File: src/rtl/alu_ctrl_issue_if.sv
// Bundle of signals between alu_ctrl_issue and the blocks around it.
// It carries the upstream request channel, the ALU operand and result
// path, and the downstream result channel.
//
// Handshake rule for both channels: a transfer happens on a rising edge
// where valid and ready are both 1. The sender keeps valid and its
// payload stable until that edge. Ready may depend combinationally on
// the other side's ready, but never on valid.
interface alu_ctrl_issue_if #(
  parameter int DATA_W = 32
);
  // upstream request channel
  logic              i_valid;
  logic              o_ready;
  logic [1:0]        i_alu_op;
  logic [5:0]        i_funct;
  logic [DATA_W-1:0] i_rs_data;
  logic [DATA_W-1:0] i_rt_data;
  // ALU side
  logic [3:0]        o_sel;
  logic [DATA_W-1:0] o_rd1;
  logic [DATA_W-1:0] o_rd2;
  logic [DATA_W-1:0] i_alu_result;
  logic              i_alu_zero;
  // downstream result channel
  logic              o_valid;
  logic              i_ready;
  logic [DATA_W-1:0] o_result;
  logic              o_zero;
  logic              o_illegal;

  // the issue block itself
  modport slave (
    input  i_valid, i_alu_op, i_funct, i_rs_data, i_rt_data,
    input  i_alu_result, i_alu_zero, i_ready,
    output o_ready, o_sel, o_rd1, o_rd2,
    output o_valid, o_result, o_zero, o_illegal
  );

  // the surroundings: register-file read, ALU and writeback
  modport master (
    output i_valid, i_alu_op, i_funct, i_rs_data, i_rt_data,
    output i_alu_result, i_alu_zero, i_ready,
    input  o_ready, o_sel, o_rd1, o_rd2,
    input  o_valid, o_result, o_zero, o_illegal
  );
endinterface

File: src/rtl/alu_ctrl_issue.sv
// ALU issue and control stage. It decodes ALUOp/funct into a 4-bit ALU
// select and registers the operands and select towards the ALU. One
// cycle later it captures the ALU result and zero flag into a result
// register, which it holds until the downstream side takes it.
module alu_ctrl_issue #(
  parameter int DATA_W = 32,
  parameter int CNT_W  = 16
) (
  input  logic             i_clk,
  input  logic             i_rst,
  alu_ctrl_issue_if.slave  bus,
  output logic [CNT_W-1:0] o_op_count,
  output logic [1:0]       o_state
);

  localparam logic [1:0] IDLE = 2'b00;
  localparam logic [1:0] EXEC = 2'b01;
  localparam logic [1:0] DONE = 2'b10;

  localparam logic [3:0] SEL_ADD = 4'b0010;
  localparam logic [3:0] SEL_SUB = 4'b0110;
  localparam logic [3:0] SEL_AND = 4'b0000;
  localparam logic [3:0] SEL_OR  = 4'b0001;
  localparam logic [3:0] SEL_SLT = 4'b0111;
  localparam logic [3:0] SEL_NOR = 4'b1100;
  localparam logic [3:0] SEL_BAD = 4'b1111;

  logic [1:0]        state_q, state_d;
  logic              ready, accept, handshake;
  logic [3:0]        sel_dec;
  logic              ill_dec;
  logic [3:0]        sel_q;
  logic [DATA_W-1:0] rd1_q, rd2_q, result_q;
  logic              zero_q, ill_pend_q, ill_q;
  logic [CNT_W-1:0]  cnt_q;

  // Decode ALUOp/funct into the ALU select. Anything undefined maps to
  // the all-ones select, for which the ALU returns 0.
  always_comb begin
    sel_dec = SEL_BAD;
    ill_dec = 1'b1;
    case (bus.i_alu_op)
      2'b00: begin sel_dec = SEL_ADD; ill_dec = 1'b0; end
      2'b01: begin sel_dec = SEL_SUB; ill_dec = 1'b0; end
      2'b10: begin
        case (bus.i_funct)
          6'b100000: begin sel_dec = SEL_ADD; ill_dec = 1'b0; end
          6'b100010: begin sel_dec = SEL_SUB; ill_dec = 1'b0; end
          6'b100100: begin sel_dec = SEL_AND; ill_dec = 1'b0; end
          6'b100101: begin sel_dec = SEL_OR;  ill_dec = 1'b0; end
          6'b101010: begin sel_dec = SEL_SLT; ill_dec = 1'b0; end
          6'b100111: begin sel_dec = SEL_NOR; ill_dec = 1'b0; end
          default:   begin sel_dec = SEL_BAD; ill_dec = 1'b1; end
        endcase
      end
      default: begin sel_dec = SEL_BAD; ill_dec = 1'b1; end
    endcase
  end

  // Handshake qualifiers. Ready in DONE follows the downstream ready, so
  // a new request can enter in the same cycle the old result leaves.
  always_comb begin
    ready     = (state_q == IDLE) | ((state_q == DONE) & bus.i_ready);
    accept    = bus.i_valid & ready;
    handshake = (state_q == DONE) & bus.i_ready;
  end

  // Next-state logic for the IDLE -> EXEC -> DONE sequence
  always_comb begin
    state_d = state_q;
    case (state_q)
      IDLE: if (accept) state_d = EXEC;
      EXEC: state_d = DONE;
      DONE: begin
        if (accept)           state_d = EXEC;
        else if (bus.i_ready) state_d = IDLE;
      end
      default: state_d = IDLE;
    endcase
  end

  // State register
  always_ff @(posedge i_clk) begin
    if (i_rst) state_q <= IDLE;
    else       state_q <= state_d;
  end

  // Operand/select register, loaded only at the accept edge. The illegal
  // flag waits here until the result is captured.
  always_ff @(posedge i_clk) begin
    if (i_rst) begin
      sel_q      <= 4'b0000;
      rd1_q      <= '0;
      rd2_q      <= '0;
      ill_pend_q <= 1'b0;
    end else if (accept) begin
      sel_q      <= sel_dec;
      rd1_q      <= bus.i_rs_data;
      rd2_q      <= bus.i_rt_data;
      ill_pend_q <= ill_dec;
    end
  end

  // Result register, loaded only on the EXEC -> DONE edge
  always_ff @(posedge i_clk) begin
    if (i_rst) begin
      result_q <= '0;
      zero_q   <= 1'b0;
      ill_q    <= 1'b0;
    end else if (state_q == EXEC) begin
      result_q <= bus.i_alu_result;
      zero_q   <= bus.i_alu_zero;
      ill_q    <= ill_pend_q;
    end
  end

  // Completed-result counter. It wraps naturally at 2^CNT_W.
  always_ff @(posedge i_clk) begin
    if (i_rst)          cnt_q <= '0;
    else if (handshake) cnt_q <= cnt_q + {{(CNT_W-1){1'b0}}, 1'b1};
  end

  assign bus.o_ready   = ready;
  assign bus.o_valid   = (state_q == DONE);
  assign bus.o_sel     = sel_q;
  assign bus.o_rd1     = rd1_q;
  assign bus.o_rd2     = rd2_q;
  assign bus.o_result  = result_q;
  assign bus.o_zero    = zero_q;
  assign bus.o_illegal = ill_q;
  assign o_op_count    = cnt_q;
  assign o_state       = state_q;

endmodule

File: src/flat_wrapper.sv
// flat-port wrapper written by rule: the top's interface ports become plain ports
module alu_ctrl_issue_flat 
#(
  parameter int DATA_W = 32,
  parameter int CNT_W  = 16
)
  (i_clk, i_rst, o_op_count, o_state, bus_i_valid, bus_i_alu_op, bus_i_funct, bus_i_rs_data, bus_i_rt_data, bus_i_alu_result, bus_i_alu_zero, bus_i_ready, bus_o_ready, bus_o_sel, bus_o_rd1, bus_o_rd2, bus_o_valid, bus_o_result, bus_o_zero, bus_o_illegal);
  alu_ctrl_issue_if #(.DATA_W(DATA_W)) bus_i ();
  input  logic i_clk;
  input  logic i_rst;
  output logic [CNT_W-1:0] o_op_count;
  output logic [1:0] o_state;
  input wire logic [$bits(bus_i.i_valid)-1:0] bus_i_valid;
  input wire logic [$bits(bus_i.i_alu_op)-1:0] bus_i_alu_op;
  input wire logic [$bits(bus_i.i_funct)-1:0] bus_i_funct;
  input wire logic [$bits(bus_i.i_rs_data)-1:0] bus_i_rs_data;
  input wire logic [$bits(bus_i.i_rt_data)-1:0] bus_i_rt_data;
  input wire logic [$bits(bus_i.i_alu_result)-1:0] bus_i_alu_result;
  input wire logic [$bits(bus_i.i_alu_zero)-1:0] bus_i_alu_zero;
  input wire logic [$bits(bus_i.i_ready)-1:0] bus_i_ready;
  output wire logic [$bits(bus_i.o_ready)-1:0] bus_o_ready;
  output wire logic [$bits(bus_i.o_sel)-1:0] bus_o_sel;
  output wire logic [$bits(bus_i.o_rd1)-1:0] bus_o_rd1;
  output wire logic [$bits(bus_i.o_rd2)-1:0] bus_o_rd2;
  output wire logic [$bits(bus_i.o_valid)-1:0] bus_o_valid;
  output wire logic [$bits(bus_i.o_result)-1:0] bus_o_result;
  output wire logic [$bits(bus_i.o_zero)-1:0] bus_o_zero;
  output wire logic [$bits(bus_i.o_illegal)-1:0] bus_o_illegal;
  assign bus_i.i_valid = bus_i_valid;
  assign bus_i.i_alu_op = bus_i_alu_op;
  assign bus_i.i_funct = bus_i_funct;
  assign bus_i.i_rs_data = bus_i_rs_data;
  assign bus_i.i_rt_data = bus_i_rt_data;
  assign bus_i.i_alu_result = bus_i_alu_result;
  assign bus_i.i_alu_zero = bus_i_alu_zero;
  assign bus_i.i_ready = bus_i_ready;
  assign bus_o_ready = bus_i.o_ready;
  assign bus_o_sel = bus_i.o_sel;
  assign bus_o_rd1 = bus_i.o_rd1;
  assign bus_o_rd2 = bus_i.o_rd2;
  assign bus_o_valid = bus_i.o_valid;
  assign bus_o_result = bus_i.o_result;
  assign bus_o_zero = bus_i.o_zero;
  assign bus_o_illegal = bus_i.o_illegal;
  alu_ctrl_issue #(.DATA_W(DATA_W), .CNT_W(CNT_W)) u_core (.i_clk(i_clk), .i_rst(i_rst), .bus(bus_i), .o_op_count(o_op_count), .o_state(o_state));
endmodule
File: config.mk
export PLATFORM = sky130hd
export DESIGN_NAME = alu_ctrl_issue_flat
export DESIGN_NICKNAME = d
export VERILOG_FILES = /design/src/rtl/alu_ctrl_issue_if.sv /design/src/rtl/alu_ctrl_issue.sv /design/src/flat_wrapper.sv
export SDC_FILE = /design/constraint.sdc
export NUM_CORES = 1
export LEC_CHECK = 0
export BUFFER_PORTS_ARGS = -buffer_cell sky130_fd_sc_hd__buf_2
export CAP_MARGIN = 20
export CELL_PAD_IN_SITES_DETAIL_PLACEMENT = 1
export CELL_PAD_IN_SITES_GLOBAL_PLACEMENT = 1
export CORE_MARGIN = 2
export CORE_UTILIZATION = 32
export CTS_BUF_LIST = sky130_fd_sc_hd__clkbuf_4 sky130_fd_sc_hd__clkbuf_8
export CTS_CLUSTER_DIAMETER = 150
export DETAILED_ROUTE_END_ITERATION = 6
export PLACE_DENSITY_LB_ADDON = 0.05
export SLEW_MARGIN = 20
export SYNTH_ARGS = -nofsm -noshare
export SYNTH_HDL_FRONTEND = slang
export SYNTH_SLANG_ARGS = --single-unit
File: constraint.sdc
create_clock -name i_clk -period 1.9 [get_ports i_clk]
set_input_delay 0.38 -clock i_clk [delete_from_list [all_inputs] [get_ports i_clk]]
set_output_delay 0.38 -clock i_clk [all_outputs]
set_load 0.05 [all_outputs]
==> summary.md, run 1 <==
| Metric | Value |
|---|---|
| Status | `finished clean` |
| Max Buffers Root-to-Sink | `2` |
| EDFF count, synth | `0` |
| Port Buffers | `230` |
| Setup CP Type | `flip-flop to primary output` |
| Die H | `121.7 microns` |
| # DRC | `0` |
| Grt ovf | `0` |
| Routed Antenna Nets | `0` |
| Tmin final | `1761 ps` |
| Initial DRC count | `210` |
| Cell Area, Placed | `5851 sq um` |
| Routability cong. | `0.7480` |
| Top-level port count | `231` |
| Tot Pwr | `5.995 mW` |
| Max Slew Vio Count | `0` |
| RSZ-0062 raised after global routing | `false` |
| Synth warn | `0` |
| Synth Register Bits | `121` |
| Tightest Pin Transition | `383.1 ps` |
| Std cell rows | `43` |
| Vias in the first global route | `4648` |
| Fraction of layout cells with a size suffix above 1 | `35.65%` |
| NumNets Final | `893` |
| Routed Wire Length | `14320 microns` |
| Wire length per cell | `14.75 microns` |
| Non-filler cells in the finished layout | `971` |
| Max cap viols | `0` |
| Core Util, Final | `45.31%` |
| Leak Pwr | `2.915 nW` |
| Final Skew | `7.252 ps` |
| FF-to-FF path depth | `4` |
| Die X | `121.7 microns` |
| Die Area | `14820 sq um` |
| Hold Path Class | `input pin to flip-flop` |
| Area grow syn2layout | `40.14%` |
| Worst-Skew Late Latency | `420 ps` |
| CP Launch Type | `flip-flop` |
| Seq/Total Area, Yosys | `54.61%` |
| Design area | `6216 sq um` |
| Hold Slack | `192.0 ps` |
| Routed vias | `4603` |
| CTS buffer count | `17` |
| Clock sinks | `121` |
| Maximum fanout along the worst path | `8` |
| # setup viols final | `0` |
| Required time worst endpoint | `1520 ps` |
| CTS tree | `done` |
| First-pass DRT Iterations | `4` |
| Critical path endpoint category | `primary output` |
| Syn nets | `667` |
| Share of synthesized registers carrying an async set or reset | `0%` |
| Peak Freq | `0.5679 GHz` |
| Synthesized area per cell | `7.963 sq um` |
| Relative max-transition margin | `74.46%` |
| Largest net degree at the start of global routing | `36` |
| CTS H-tree lvls | `4` |
| Root buf cell | `clkbuf_8` |
| # Post-CTS Setup Buffers | `0` |
| Placed cells | `944` |
| Dpl ws | `125.2 ps` |
| CTS clk-pin slew, worst paths | `70 ps` |
| Post-CTS sizing | `1` |
| Starting Density | `32.33%` |
| Final hold vios | `0` |
| ANT cells | `0` |
| Core Area | `13720 sq um` |
| Mapped Cells | `557` |
| Synth cell types | `34` |
| Cell Pwr Density | `964.5 nW/um^2` |
| Hold Path Stages | `3` |
| Period utilization | `92.68%` |
| Post-route setup slack | `139.1 ps` |
| WP data arrival | `1380 ps` |
| Total track usage | `19.21%` |
| Post-Syn Area | `4436 sq um` |
| Post-DP HPWL | `10670 microns` |
| Detail-routed via count per cell | `4.740` |
| Initial antenna violation count | `0` |
| Leading register cell type out of synthesis | `dfxtp_1` |
| Global-route wire length before repair | `22390 microns` |
| Hold_buf cts | `0` |
| Max rail drop VDD | `392.4 uV` |
| Setup TNS | `0 ps` |
-- worst max-delay path: stages (launching register included) --
cell,delay (ps)
dfxtp_2,370
nor2b_1,160
nor2_1,130
buf_2,290
-- flip-flops by register name, indices dropped and copies added, names as in the netlist --
register	count
u_core.bus.o_illegal	1
u_core.bus.o_rd1	32
u_core.bus.o_rd2	32
u_core.bus.o_result	32
u_core.bus.o_sel	4
u_core.bus.o_zero	1
u_core.ill_pend_q	1
u_core.o_op_count	16
u_core.o_state	2
-- layer usage --
layer	global-route usage, %	part of all wire [%]
met5	0	0
met3	7.444	8.4
met4	7.974	2.1
met2	33.04	49
met1	21.23	40
-- cell usage after synthesis, types with 2 or more instances --
| cell type | instances | share of area [%] |
|---|---|---|
| nand2_1 | 204 | 17 |
| dfxtp_1 | 121 | 55 |
| a21oi_1 | 109 | 12 |
| clkbuf_1 | 30 | 2.5 |
| nor2_1 | 13 | 1.1 |
| buf_2 | 9 | 1.0 |
| nand3_1 | 8 | 0.90 |
| o21ai_0 | 8 | 0.90 |
| or3_1 | 6 | 0.85 |
| xor2_1 | 5 | 0.99 |
| and3_1 | 4 | 0.56 |
| nand2b_1 | 4 | 0.56 |
| xnor2_1 | 4 | 0.79 |
| inv_1 | 3 | 0.25 |
| nand4_1 | 3 | 0.42 |
| nor2b_1 | 3 | 0.42 |
| and4_1 | 2 | 0.39 |
| mux2i_1 | 2 | 0.45 |
| nand3b_1 | 2 | 0.34 |
| nor4_1 | 2 | 0.28 |
| o211ai_1 | 2 | 0.34 |
-- final cells by class --
class                   instances  area [sq um]
fillers                      1740          7503
multi-input cells             394          1856
clock inverters                 3         40.04
inverters                       3         11.26
repair buffers                246          1336
clock buffers                  24         324.1
flip-flops and latches        121          2424
well taps                     180         225.2
-- worst paths after layout --
check                                    startpoint  slack (ps)                                 end
setup / recovery     u_core.o_state[1]$_SDFFE_PP0P_         140                         bus_o_ready
hold / removal                     bus_i_rt_data[6]         190    u_core.bus.o_rd2[6]$_SDFFE_PP0N_
setup reg to reg  u_core.o_op_count[4]$_SDFFE_PP0P_         320  u_core.o_op_count[15]$_SDFFE_PP0P_
hold reg to reg   u_core.bus.o_rd2[10]$_SDFFE_PP0N_         450   u_core.bus.o_rd2[10]$_SDFFE_PP0N_
-- cell usage in the layout (no fill, tap or decap), drive strengths merged, types with 4 or more instances in the layout --
cell type | Yosys | final
nand2 | 205 | 205
o21ai | 8 | 8
clkbuf | 30 | 24
buf | 9 | 246
dfxtp | 121 | 121
or3 | 6 | 6
nand2b | 4 | 4
xnor2 | 4 | 4
nor2 | 13 | 13
and3 | 4 | 4
xor2 | 5 | 5
a21oi | 109 | 109
nand3 | 8 | 8
-- power by group --
| part | total [mW] | internal, mW | switching [mW] |
|---|---|---|---|
| registers | 2.73 | 2.67 | 0.0646 |
| clock network | 2.17 | 1.22 | 0.949 |
| logic | 1.10 | 0.301 | 0.795 |
-- logic make-up (layout without fill, tap and decap cells) --
| logic type | Yosys count | after routing | share of synthesized area [%] |
|---|---|---|---|
| AOI/OAI and AO/OA | 123 | 123 | 14.33 |
| xor gates and xnor gates | 9 | 9 | 1.777 |
| adders and majority gates | 1 | 1 | 0.2820 |
| buffers and inverters | 42 | 276 | 3.808 |
| DFF | 121 | 121 | 54.61 |
| muxes | 2 | 2 | 0.4514 |
| and+or+nand+nor | 259 | 259 | 24.74 |
Power figures use the tool's default switching activity.
==> run 2: changes to the inputs <==
--- a/config.mk
+++ b/config.mk
@@ -10,11 +10,11 @@
 export CELL_PAD_IN_SITES_DETAIL_PLACEMENT = 1
 export CELL_PAD_IN_SITES_GLOBAL_PLACEMENT = 1
 export CORE_MARGIN = 2
-export CORE_UTILIZATION = 32
+export CORE_UTILIZATION = 29
 export CTS_BUF_LIST = sky130_fd_sc_hd__clkbuf_4 sky130_fd_sc_hd__clkbuf_8
 export CTS_CLUSTER_DIAMETER = 150
 export DETAILED_ROUTE_END_ITERATION = 6
-export PLACE_DENSITY_LB_ADDON = 0.05
+export PLACE_DENSITY = 0.84
 export SLEW_MARGIN = 20
 export SYNTH_ARGS = -nofsm -noshare
 export SYNTH_HDL_FRONTEND = slang
==> constraint.sdc (replaced) <==
create_clock -name i_clk -period 1.54 [get_ports i_clk]
set_input_delay 0.308 -clock i_clk [delete_from_list [all_inputs] [get_ports i_clk]]
set_output_delay 0.308 -clock i_clk [all_outputs]
set_load 0.05 [all_outputs]
==> run 2 against run 1 <==
  * Die area is 10% higher
  * Cell area up 5.8%
  * Via count up 0.80%
  * Setup slack worse by 110 ps
  * Register-to-register slack worse by 240 ps
  * Sequential share of layout area shrank 1.6 points
  * Global-route usage decreased by 1.5 points
==> summary.md, run 2 (synthesized netlist as in run 1, its figures left out) <==
| Metric | Value |
|---|---|
| Final hold vios | `0 (unchanged)` |
| Port Buffers | `230 (unchanged)` |
| Total track usage | `17.67% (was 19.21%)` |
| Tightest Pin Transition | `417.4 ps (was 383.1 ps)` |
| CP Launch Type | `flip-flop (unchanged)` |
| Initial DRC count | `160 (was 210)` |
| Clock sinks | `121 (unchanged)` |
| Routability cong. | `0.7823 (was 0.7480)` |
| Max Buffers Root-to-Sink | `2 (unchanged)` |
| Die H | `127.7 microns (was 121.7 microns)` |
| Hold Path Stages | `3 (unchanged)` |
| Max rail drop VDD | `891.9 uV (was 392.4 uV)` |
| First-pass DRT Iterations | `4 (unchanged)` |
| Placed cells | `966 (was 944)` |
| Max cap viols | `0 (unchanged)` |
| # setup viols final | `0 (unchanged)` |
| Setup CP Type | `flip-flop to primary output (unchanged)` |
| Wire length per cell | `14.72 microns (was 14.75 microns)` |
| Critical path endpoint category | `primary output (unchanged)` |
| CP max-delay cell | `dfxtp_4 (was dfxtp_2)` |
| Die X | `127.7 microns (was 121.7 microns)` |
| CTS tree | `done (unchanged)` |
| Vias in the first global route | `4592 (was 4648)` |
| # DRC | `0 (unchanged)` |
| Routed Antenna Nets | `0 (unchanged)` |
| FF-to-FF path depth | `5 (was 4)` |
| Required time worst endpoint | `1230 ps (was 1520 ps)` |
| Final Skew | `13.97 ps (was 7.252 ps)` |
| RR Endpoint | `u_core.o_op_count[10]$_SDFFE_PP0P_ (was u_core.o_op_count[15]$_SDFFE_PP0P_)` |
| RSZ-0062 raised after global routing | `true (was false)` |
| Area grow syn2layout | `48.27% (was 40.14%)` |
| Top-level port count | `231 (unchanged)` |
| Peak Freq | `0.6598 GHz` |
| Non-filler cells in the finished layout | `1002 (was 971)` |
| Worst Min Path Start | `bus_i_rt_data[4] (was bus_i_rt_data[6])` |
| FF-to-FF setup slack | `80 ps (was 320 ps)` |
| Crit path buf inv count | `1 (unchanged)` |
| Status | `finished clean (unchanged)` |
| Grt ovf | `0 (unchanged)` |
| Hold Path Class | `input pin to flip-flop (unchanged)` |
| Hold Crit Endpoint | `u_core.bus.o_rd2[4]$_SDFFE_PP0N_ (was u_core.bus.o_rd2[6]$_SDFFE_PP0N_)` |
| Max Slew Vio Count | `0 (unchanged)` |
| Die Area | `16300 sq um (was 14820 sq um)` |
| R2R Path Start | `u_core.o_state[1]$_SDFFE_PP0P_ (was u_core.o_op_count[4]$_SDFFE_PP0P_)` |
| CTS H-tree lvls | `4 (unchanged)` |
| Relative max-transition margin | `72.17% (was 74.46%)` |
| Worst path cell trace | `nor2b_4, nor2_2, buf_6 (was nor2b_1, nor2_1, buf_2)` |
| Setup TNS | `0 ps (unchanged)` |
| Starting Density | `29.39% (was 32.33%)` |
| Root buf cell | `clkbuf_8 (unchanged)` |
| Commonest cells after routing, fill and taps aside | `225 x buf_2, 204 x nand2_1, 109 x a21oi_1 (was 229 x buf_2, 204 x nand2_1, 120 x dfxtp_1)` |
| NumNets Final | `910 (was 893)` |
| Commonest non-fill, non-tap cell in the layout | `buf_2 (unchanged)` |
| Global-route wire length before repair | `22800 microns (was 22390 microns)` |
| Core Area | `15090 sq um (was 13720 sq um)` |
| Fraction of layout cells with a size suffix above 1 | `39.36% (was 35.65%)` |
| WP data arrival | `1210 ps (was 1380 ps)` |
| Initial antenna violation count | `1 (was 0)` |
| Detail-routed via count per cell | `4.631 (was 4.740)` |
| Routed vias | `4640 (was 4603)` |
| Crit-path leading delay family | `flip-flops (unchanged)` |
| Largest net degree at the start of global routing | `34 (was 36)` |
| CTS buffer count | `17 (unchanged)` |
| Maximum fanout along the worst path | `6 (was 8)` |
| Post-DP HPWL | `10740 microns (was 10670 microns)` |
| Hold_buf cts | `0 (unchanged)` |
| Worst-Skew Late Latency | `430 ps (was 420 ps)` |
| Std cell rows | `45 (was 43)` |
| Critical path's largest stage delay | `370 ps (about the same)` |
| Leak Pwr | `3.074 nW (was 2.915 nW)` |
| Period utilization | `98.42%` |
| Cell Pwr Density | `1243 nW/um^2 (was 964.5 nW/um^2)` |
| Routed Wire Length | `14750 microns (was 14320 microns)` |
| Tmin final | `1516 ps` |
| CTS clk-pin slew, worst paths | `80 ps (was 70 ps)` |
run 2: changes by cell type in the layout (fill, tap and decap cells not counted), moves of 4 or more:
| cell | previous run | this run |
|---|---|---|
| buf_4 | 12 | 26 |
| buf_12 | 5 | 9 |
| dfxtp_4 | 0 | 7 |
| clkbuf_8 | 23 | 19 |
| inv_6 | 0 | 4 |
| buf_2 | 229 | 225 |
| bufinv_16 | 1 | 5 |
| dfxtp_1 | 120 | 108 |
| dfxtp_2 | 1 | 6 |
run 2: worst max path at each step:
stage	slack (ps)	cells after the start	to	from
after floorplan	-60	4	u_core.o_op_count[15]$_SDFFE_PP0P_	u_core.o_op_count[11]$_SDFFE_PP0P_
after global placement	-130	5	u_core.bus.o_sel[2]$_SDFFE_PP0N_	bus_i_alu_op[0]
after detailed placement	-150	5	u_core.bus.o_sel[2]$_SDFFE_PP0N_	bus_i_alu_op[0]
after CTS	-5	3	bus_o_ready	u_core.o_state[1]$_SDFFE_PP0P_
after global routing	-40	3	bus_o_ready	u_core.o_state[1]$_SDFFE_PP0P_
final	20	3	bus_o_ready	u_core.o_state[1]$_SDFFE_PP0P_
run 2: power breakdown:
group	switching, mW	leakage, nW	internal [mW]	total [mW]
Clock	1.36	0.238	2.04	3.40
Sequential	0.0795	0.998	3.28	3.36
Combinational	0.999	1.84	0.416	1.41
run 2: layout make-up:
class,count,area (sq um)
Multi-Input combinational cell,394,1869
Clock buffer,19,261.5
Clock inverter,13,212.7
Timing Repair Buffer,263,1528
Fill cell,1894,8513
Antenna cell,1,2.502
Inverter,3,11.26
Tap cell,188,235.2
Sequential cell,121,2456
run 2: layer usage:
metal | wire, microns | global-route usage (%) | vias up
met2 | 7380 | 30.64 | 156
met5 | 0 | 0 | -
met3 | 1035 | 6.260 | 27
li1 | - | - | 2306
met4 | 432 | 8.145 | 0
met1 | 5899 | 19.38 | 2151
run 2: worst register-to-register path, cell delays in order (launching register included):
cell	delay (ps)
dfxtp_4	380
buf_4	130
and4b_1	260
nand2_2	110
or3_1	360
a21oi_1	140
run 2: timing repair:
| item | 4_1_cts | 5_1_grt |
|---|---|---|
| buffers inserted | 3 | 0 |
| hold endpoints to repair | 0 | 0 |
| endpoints found under the setup margin | 2 | 9 |
| pin swaps | 1 | 1 |
| gates resized for setup | 6 | 4 |
run 2: through the flow:
| stage | instance area, sq um | hold WS, ps | power (mW) | setup WS [ps] | utilization (%) |
|---|---|---|---|---|---|
| after floorplan | 4472 | 432.0 | 4.331 | -55.32 | - |
| after global placement | 6050 | 438.3 | 4.815 | -131.0 | 40.09 |
| after detailed placement | 6050 | 443.4 | 4.842 | -145.2 | 40.09 |
| after CTS | 6565 | 65.77 | 8.294 | -5.239 | 43.51 |
| after global routing | 6576 | 67.64 | 8.545 | -39.69 | 43.58 |
| final | 6576 | 102.1 | 8.171 | 24.28 | 43.58 |
==> run 3: changes to the inputs <==
--- a/config.mk
+++ b/config.mk
@@ -15,6 +15,7 @@
 export CTS_CLUSTER_DIAMETER = 150
 export DETAILED_ROUTE_END_ITERATION = 6
 export PLACE_DENSITY = 0.84
+export RECOVER_POWER = 50
 export SLEW_MARGIN = 20
 export SYNTH_ARGS = -nofsm -noshare
 export SYNTH_HDL_FRONTEND = slang
==> run 3 against run 2 <==
  * Via count about the same
  * Critical endpoint unchanged
  * Sequential power hardly changed
  * First-iteration DRC count is 0.63% higher
  * Setup slack about the same
  * Total power decreased by 0.11%
  * Utilization down 0.22 points
  * Hold slack barely moved
  * Critical path type unchanged
  * Die area unchanged
  * Wire length hardly changed
  * Clock skew is essentially flat
  * Sequential share of layout area grew 0.19 points
==> summary.md, run 3 (synthesized netlist as in run 1, its figures left out) <==
| Metric | Value |
|---|---|
| Max Slew Vio Count | `0 (unchanged)` |
| Routability cong. | `0.7823 (unchanged)` |
| Post-DP HPWL | `10740 microns (unchanged)` |
| CTS clk-pin slew, worst paths | `80 ps (about the same)` |
| Total track usage | `17.67% (unchanged)` |
| R2R Path Start | `u_core.o_state[1]$_SDFFE_PP0P_ (unchanged)` |
| Non-filler cells in the finished layout | `1002 (unchanged)` |
| Fill cells | `1902 (was 1894)` |
| Critical path endpoint category | `primary output (unchanged)` |
| RSZ-0062 raised after global routing | `true (unchanged)` |
| # DRC | `0 (unchanged)` |
| Hold Crit Endpoint | `u_core.bus.o_rd2[4]$_SDFFE_PP0N_ (unchanged)` |
| Area grow syn2layout | `47.50% (was 48.27%)` |
| Vias in the first global route | `4592 (unchanged)` |
| CP Launch Type | `flip-flop (unchanged)` |
| Required time worst endpoint | `1230 ps (about the same)` |
| Hold Slack | `101.7 ps (was 102.1 ps)` |
| Detail-routed via count per cell | `4.633 (was 4.631)` |
| Final Skew | `13.93 ps (was 13.97 ps)` |
| Worst-Skew Late Latency | `430 ps (about the same)` |
| Relative max-transition margin | `65.55% (was 72.17%)` |
| Dpl ws | `-145.2 ps (unchanged)` |
| Wire length per cell | `14.72 microns (about the same)` |
| Die H | `127.7 microns (unchanged)` |
| Largest net degree at the start of global routing | `34 (unchanged)` |
| CTS buffer count | `17 (unchanged)` |
| FF-to-FF path depth | `6 (was 5)` |
| Max cap viols | `0 (unchanged)` |
| Core Area | `15090 sq um (unchanged)` |
| Maximum fanout along the worst path | `6 (unchanged)` |
| Core Util, Final | `43.36% (was 43.58%)` |
| WP data arrival | `1210 ps (about the same)` |
| CTS H-tree lvls | `4 (unchanged)` |
| Final hold vios | `0 (unchanged)` |
| Clock sinks | `121 (unchanged)` |
| Status | `finished clean (unchanged)` |
| Setup TNS | `0 ps (unchanged)` |
| Hold Path Stages | `3 (unchanged)` |
| Max rail drop VDD | `891.5 uV (was 891.9 uV)` |
| Initial antenna violation count | `1 (unchanged)` |
| NumNets Final | `910 (unchanged)` |
| Routed Antenna Nets | `0 (unchanged)` |
| # setup viols final | `0 (unchanged)` |
| Peak Freq | `0.6597 GHz (was 0.6598 GHz)` |
| Cell Pwr Density | `1248 nW/um^2 (was 1243 nW/um^2)` |
| Commonest non-fill, non-tap cell in the layout | `nand2_1 (was buf_2)` |
| Routed vias | `4642 (was 4640)` |
| Die Area | `16300 sq um (unchanged)` |
| Fraction of layout cells with a size suffix above 1 | `38.87% (was 39.36%)` |
| FF-to-FF setup slack | `50 ps (was 80 ps)` |
| Grt ovf | `0 (unchanged)` |
| Starting Density | `29.39% (unchanged)` |
| Std cell rows | `45 (unchanged)` |
| Global-route wire length before repair | `22800 microns (unchanged)` |
| Top-level port count | `231 (unchanged)` |
| Tmin final | `1516 ps (about the same)` |
| Post-route setup slack | `24.23 ps (was 24.28 ps)` |
| Hold_buf cts | `0 (unchanged)` |
| Tot Pwr | `8.163 mW (was 8.171 mW)` |
| First-pass DRT Iterations | `4 (unchanged)` |
| Root buf cell | `clkbuf_8 (unchanged)` |
| Routed Wire Length | `14750 microns (about the same)` |
| CTS tree | `done (unchanged)` |
| Leak Pwr | `3.019 nW (was 3.074 nW)` |
| Commonest cells after routing, fill and taps aside | `204 x nand2_1, 177 x buf_2, 109 x a21oi_1 (was 225 x buf_2, 204 x nand2_1, 109 x a21oi_1)` |
| Period utilization | `98.43% (was 98.42%)` |
| Placed cells | `966 (unchanged)` |
| Design area | `6543 sq um (was 6576 sq um)` |
| Port Buffers | `230 (unchanged)` |
| Tightest Pin Transition | `516.7 ps (was 417.4 ps)` |
| RR Endpoint | `u_core.o_op_count[8]$_SDFFE_PP0P_ (was u_core.o_op_count[10]$_SDFFE_PP0P_)` |
| Worst Min Path Start | `bus_i_rt_data[4] (unchanged)` |
| Cell Area, Placed | `6050 sq um (unchanged)` |
| Hold Path Class | `input pin to flip-flop (unchanged)` |
| Max Buffers Root-to-Sink | `2 (unchanged)` |
| Die X | `127.7 microns (unchanged)` |
| Initial DRC count | `161 (was 160)` |
| Setup CP Type | `flip-flop to primary output (unchanged)` |
## run 3: cell count changes in the layout (fill, tap and decap cells not counted), sizes merged
cell and change:
clkbuf +53, buf -53
## run 3: worst max path at each step
stage,from,to,slack (ps),cells past startpoint
2_1_floorplan,u_core.o_op_count[11]$_SDFFE_PP0P_,u_core.o_op_count[15]$_SDFFE_PP0P_,-60,4
3_3_place_gp,bus_i_alu_op[0],u_core.bus.o_sel[2]$_SDFFE_PP0N_,-130,5
3_5_place_dp,bus_i_alu_op[0],u_core.bus.o_sel[2]$_SDFFE_PP0N_,-150,5
4_1_cts,u_core.o_state[1]$_SDFFE_PP0P_,bus_o_ready,-5,3
5_1_grt,u_core.o_state[1]$_SDFFE_PP0P_,bus_o_ready,-40,3
6_report,u_core.o_state[1]$_SDFFE_PP0P_,bus_o_ready,20,3
## run 3: repair_timing
item	CTS	global route
pin swaps	1	1
setup buffers	3	0
resized for setup	6	4
endpoints found under the setup margin	2	9
## run 3: final cells by class
cell class,instances,area (sq um),share of cell area [%]
antenna,1,2.502,0.03825
tap,188,235.2,3.595
clock buffer,19,261.5,3.997
timing repair buffer,263,1499,22.91
sequential,121,2456,37.54
multi-input combinational,394,1864,28.49
clock inverter,13,212.7,3.251
inverter,3,11.26,0.1721
## run 3: worst max-delay path: stages, from the launching register on
cell and delay [ps]:
dfxtp_4 370, nor2b_4 140, nor2_2 100, buf_6 170
## run 3: routing by layer
metal  vias up  routed length [microns]  track usage, %
met3        27                     1051           6.260
met2       158                     7358           30.64
met4         0                      441           8.145
met1      2150                     5896           19.38
met5         -                        0               0
li1       2307                        -               -
## run 3: power by group
part | switching [mW] | internal [mW] | total (mW)
logic | 0.997 | 0.403 | 1.40
registers | 0.0816 | 3.28 | 3.36
clock network | 1.37 | 2.04 | 3.40
